File: config.mk
export PLATFORM = sky130hd
export DESIGN_NAME = data_mem_arbiter
export DESIGN_NICKNAME = d
export VERILOG_FILES = /design/src/rtl/data_mem_arbiter.sv
export SDC_FILE = /design/constraint.sdc
export NUM_CORES = 1
export LEC_CHECK = 0
export ABC_AREA = 1
export CORE_AREA = 2 2 116 118
export DETAILED_ROUTE_END_ITERATION = 6
export DIE_AREA = 0 0 118 120
export GPL_TIMING_DRIVEN = 0
export MAX_ROUTING_LAYER = met4
export PLACE_DENSITY = 0.59
export REMOVE_ABC_BUFFERS = 1
export SETUP_SLACK_MARGIN = 0.3
export SYNTH_ARGS = -nofsm -noshare
export SYNTH_HDL_FRONTEND = slang
export SYNTH_SLANG_ARGS = --single-unit
File: constraint.sdc
create_clock -name clk -period 1.5 [get_ports clk]
set_input_delay 0.15 -clock clk [delete_from_list [all_inputs] [get_ports clk]]
set_output_delay 0.15 -clock clk [all_outputs]
set_load 0.1 [all_outputs]
File: src/rtl/data_mem_arbiter.sv
// Arbitrates the single-port data memory between the CPU memory stage and a DMA engine.
// CPU wins by default; a saturating wait counter forces DMA through, and DMA bursts are capped at BURST_MAX beats.
module data_mem_arbiter #(
   parameter int unsigned STARVE_LIMIT = 4,
   parameter int unsigned BURST_MAX    = 8
) (
   input  logic        clk,
   input  logic        reset,
   input  logic        cpu_read,
   input  logic        cpu_write,
   input  logic [31:0] cpu_addr,
   input  logic [31:0] cpu_wdata,
   output logic [31:0] cpu_rdata,
   output logic        cpu_stall,
   input  logic        dma_req,
   input  logic        dma_we,
   input  logic [31:0] dma_addr,
   input  logic [31:0] dma_wdata,
   input  logic        dma_last,
   output logic        dma_gnt,
   output logic [31:0] dma_rdata,
   output logic [31:0] mem_addr,
   output logic [31:0] mem_wdata,
   output logic        mem_read,
   output logic        mem_write,
   input  logic [31:0] mem_rdata
);

   typedef enum logic {CPU_OWN = 1'b0, DMA_OWN = 1'b1} state_t;

   localparam logic [3:0] STARVE_L = 4'(STARVE_LIMIT);
   localparam logic [3:0] BURST_L  = 4'(BURST_MAX);

   state_t     state;
   logic [3:0] wait_cnt;
   logic [3:0] beat_cnt;
   logic [3:0] beat_next;
   logic       cpu_req;
   logic       force_dma;
   logic       serve_cpu;
   logic       serve_dma;

   assign cpu_req   = cpu_read | cpu_write;
   assign force_dma = dma_req & (wait_cnt == STARVE_L);
   assign beat_next = beat_cnt + 4'd1;

   // Reset masks every grant so nothing reaches the memory in the reset cycle.
   always_comb begin
      serve_cpu = 1'b0;
      serve_dma = 1'b0;
      if (!reset) begin
         if (state == CPU_OWN) begin
            serve_cpu = cpu_req & ~force_dma;
            serve_dma = dma_req & ~serve_cpu;
         end else begin
            serve_dma = dma_req;
         end
      end
   end

   always_comb begin
      mem_addr  = '0;
      mem_wdata = '0;
      mem_read  = 1'b0;
      mem_write = 1'b0;
      if (serve_cpu) begin
         mem_addr  = cpu_addr;
         mem_wdata = cpu_wdata;
         mem_write = cpu_write;
         mem_read  = cpu_read & ~cpu_write;
      end else if (serve_dma) begin
         mem_addr  = dma_addr;
         mem_wdata = dma_wdata;
         mem_write = dma_we;
         mem_read  = ~dma_we;
      end
   end

   assign dma_gnt   = serve_dma;
   assign cpu_stall = ~reset & cpu_req & ~serve_cpu;
   assign cpu_rdata = mem_rdata;
   assign dma_rdata = mem_rdata;

   always_ff @(posedge clk) begin
      if (reset) begin
         state    <= CPU_OWN;
         wait_cnt <= '0;
         beat_cnt <= '0;
      end else begin
         case (state)
            CPU_OWN: begin
               if (serve_cpu && dma_req)
                  wait_cnt <= (wait_cnt >= STARVE_L) ? STARVE_L : wait_cnt + 4'd1;
               else
                  wait_cnt <= '0;
               if (serve_dma && !dma_last && (BURST_MAX > 1)) begin
                  state    <= DMA_OWN;
                  beat_cnt <= 4'd1;
               end
            end
            DMA_OWN: begin
               // Clearing here lets a stalled CPU win the first cycle after the burst.
               wait_cnt <= '0;
               if (!dma_req || dma_last || (beat_next == BURST_L)) begin
                  state    <= CPU_OWN;
                  beat_cnt <= '0;
               end else begin
                  beat_cnt <= beat_next;
               end
            end
            default: begin
               state    <= CPU_OWN;
               beat_cnt <= '0;
            end
         endcase
      end
   end

endmodule

==> results by group <==
Floorplanning
  • Die extent in x: between 100 and 150 um
  • Height of the die: between 100 and 150 um
  • # IOs: 299
  • Initial Utilization: between 10% and 20%
  • # rows: 42
  • Core Region: around 13,000 um2
  • Die ar.: 14,200 um2

Status
  • Failing checks: negative setup slack
  • Outcome: finished with violations

Global route
  • First-pass GRT wire length: 17.3 mm
  • Antenna violations before repair: 1
  • Tot GR Track Use: 16.7%
  • Via count of the first global-routing pass: roughly 2,500
  • Pin count of the biggest net entering global routing: 34
  • Grt ovf: 0

Finish
  • Final Instance Count excl. Fillers: 555
  • Layout cell share with drive strength beyond 1: 36.8%
  • Final nets: 550
  • Synthesis-to-finish area growth: 185%
  • Post-route design area: 4780 um2
  • # fillers: between 1,000 and 1,500

Clocking
  • TritonCTS Buffers: 3
  • CTS tree: built
  • Clk Latency, worst-skew pair: 0.23 ns
  • H-tree Lvls: 1
  • Hold_buf cts: 0
  • Clock Sinks: 9
  • Max clock buf depth: 2
  • Root buffer cell: clkbuf_16

Route
  • Drt via density: around 4.3
  • Vias: 2,367
  • TritonRoute pass-1 iters: 4
  • Post-DRT Antenna Nets: 0
  • Routed WL: 12.3 mm
  • Remaining DRCs: 0
  • Initial DRC Count: approximately 120
  • Avg WL per Cell: around 22 um

Synthesis
  • Synth cell types: 20
  • Async S/R FF share, synth: 0%
  • Mapped Cells: 222
  • EDFF count, synth: 0
  • Mapped cell area: roughly 1700 um2
  • Synth warn: 0
  • Most common flop cell mapped by yosys: dfxtp_1
  • Top-area cell type share of the netlist area: 33.4%
  • Yosys top cell by area: a22o_1
  • Seq cells post-synth: 9
  • Main area contributors after synthesis: a22o_1 33%, buf_4 29%, dfxtp_1 11%, buf_6 5.4%, nand2_1 4.0%
  • Avg Cell Area, Syn: 7.56 um2
  • Sequential share of the synthesized area: 10.7%

Power
  • Power density relative to cell area: 689 nW/um2
  • LEAKAGE: 1.95 nW
  • VDD IR max: 217 uV

Timing
  • Slew HR: approximately three fifths
  • Final setup fails: 75
  • Fin crit share: 137%
  • Final min period: 2.05 ns
  • Hold Fails Final Rpt: 0
  • Fin Hold WS: 0.301 ns
  • Layout Skew: 0.00321 ns
  • F_max: 487 MHz
  • Setup slack after layout: -0.554 ns
  • Pins over their slew limit: 0
  • Setup TNS Final: -35.98 ns
  • Worst-margin pin slew: 0.575 ns
  • RSZ-0062 raised after global routing: yes

Setup path
  • Buffers & Inverters on Critical Path: 5
  • CP Capture Type: output port
  • Reg2Reg Depth: 13
  • CP Data Required Time: 1.35 ns
  • Critical path's slowest cell: clkdlybuf4s50_1
  • Critical path's top delay family: buffers and inverters
  • Crit Path Category: in2out
  • Critical Path AT: 1.90 ns
  • Crit-path cells: clkdlybuf4s50_1, nor2_2, nor2_2, nand2_4, buf_6, buf_12, nand2_8, inv_16, a22o_1, buf_12
  • Type of origin of the critical path: input pin
  • Worst-path fanout max: 33
  • Crit path depth: 10
  • Largest stage delay on the critical path: about 0.47 ns

Min path
  • Worst hold path cell count: 0
  • Tightest Hold Check Type: in2out

Job
  • Max-cap violations: 0

Placement
  • Dpl ws: -2.01 ns
  • Placed Cells: 523
  • Buffers on Ports: approximately 200
  • RePlAce Congestion: 0.727
  • Placement Cell Area: 3340 um2
  • DP HPWL: 8.05 mm
-- worst register-to-register path, delay by kind of cell (launching register included) --
kind,cells,cell delay (ns)
flip-flops,1,0.33
AND/OR/NAND/NOR,6,0.49
buffers and inverters,6,0.58
adder cells (fa/ha/maj),1,0.15
-- final cells by class --
class	instances	area, um2	share of cell area [%]
Timing Repair Buffer	228	3100	64.8
Multi-Input combinational cell	119	1090	22.8
Tap cell	176	220	4.60
Sequential cell	9	183	3.82
Inverter	17	85.1	1.78
Clock buffer	4	78.8	1.65
Timing Repair inverter	1	20.0	0.419
Antenna cell	1	2.50	0.0523
-- kinds of logic after synthesis --
kind of cell	share of synthesized area [%]
AO/OA/AOI/OAI	35.9
adder cells (fa/ha/maj)	2.98
buffers and inverters	39.4
flip-flops	10.7
other	0.223
AND/OR/NAND/NOR	10.7
-- metrics by stage --
step | utilization [%] | power, W
final | 36.8 | 0.00329
after global routing | 36.8 | 0.00339
after CTS | 35.9 | 0.00324
after detailed placement | 25.8 | 0.00214
after global placement | 25.6 | 0.00213
after floorplan | - | 0.00145
-- layout by cell type, fill, tap and decap left out, types with 2 or more instances in the layout --
master / netlist / final
clkdlybuf4s50_1: 0 / 132
buf_12: 0 / 72
a22o_1: 64 / 44
a22o_4: 0 / 20
nand2_1: 18 / 15
inv_1: 15 / 11
buf_6: 8 / 8
nor2_1: 9 / 7
nand3_1: 8 / 7
dfxtp_1: 9 / 7
buf_4: 64 / 7
a21oi_1: 5 / 5
buf_16: 0 / 5
inv_2: 2 / 4
clkbuf_16: 0 / 4
ha_1: 4 / 3
nand2_2: 1 / 2
nor2_2: 0 / 2
nor2_4: 1 / 2
inv_16: 0 / 2
dlygate4sd2_1: 0 / 2
dfxtp_2: 0 / 2
-- routing by layer --
| metal | global-route usage, % | wire [um] | up-vias |
|---|---|---|---|
| met1 | 19.7 | 4870 | 1147 |
| li1 | - | - | 1044 |
| met4 | 1.96 | 43 | 0 |
| met3 | 9.55 | 1470 | 5 |
| met2 | 25.5 | 5910 | 171 |
| met5 | - | 0 | - |
-- flip-flops by register name (all words and copies together), names as in the netlist --
register and count:
wait_cnt 4, beat_cnt 4, state 1
-- path summary, 6_finish.rpt --
| path | startpoint | end | slack (ns) |
|---|---|---|---|
| hold / removal | mem_rdata[0] | dma_rdata[0] | 0.30 |
| setup reg to reg | wait_cnt[1] | wait_cnt[0] | -0.12 |
| setup / recovery | cpu_read | mem_wdata[29] | -0.55 |
| hold reg to reg | wait_cnt[0] | wait_cnt[0] | 0.50 |
-- Yosys cell counts, types with 2 or more instances --
master,count
ha_1,4
dfxtp_1,9
a21oi_1,5
buf_4,64
inv_1,15
nor2_1,9
nand3_1,8
o21ai_0,2
buf_6,8
inv_2,2
a22o_1,64
nand2_1,18
buf_2,4
clkbuf_1,2
nor3_1,3
-- where the power goes --
group	internal, W	switching [W]	total, W
Clock	0.000355	0.000109	0.000464
Combinational	0.00113	0.00145	0.00258
Sequential	0.000247	0.00000673	0.000254
Total	0.00173	0.00157	0.00329
-- repair_timing --
item,CTS,global route
cloned,7,1
pin swaps,14,5
buffers inserted,16,3
setup endpoints to repair,76,76
resized for setup,668,18
Power figures use the tool's default switching activity.
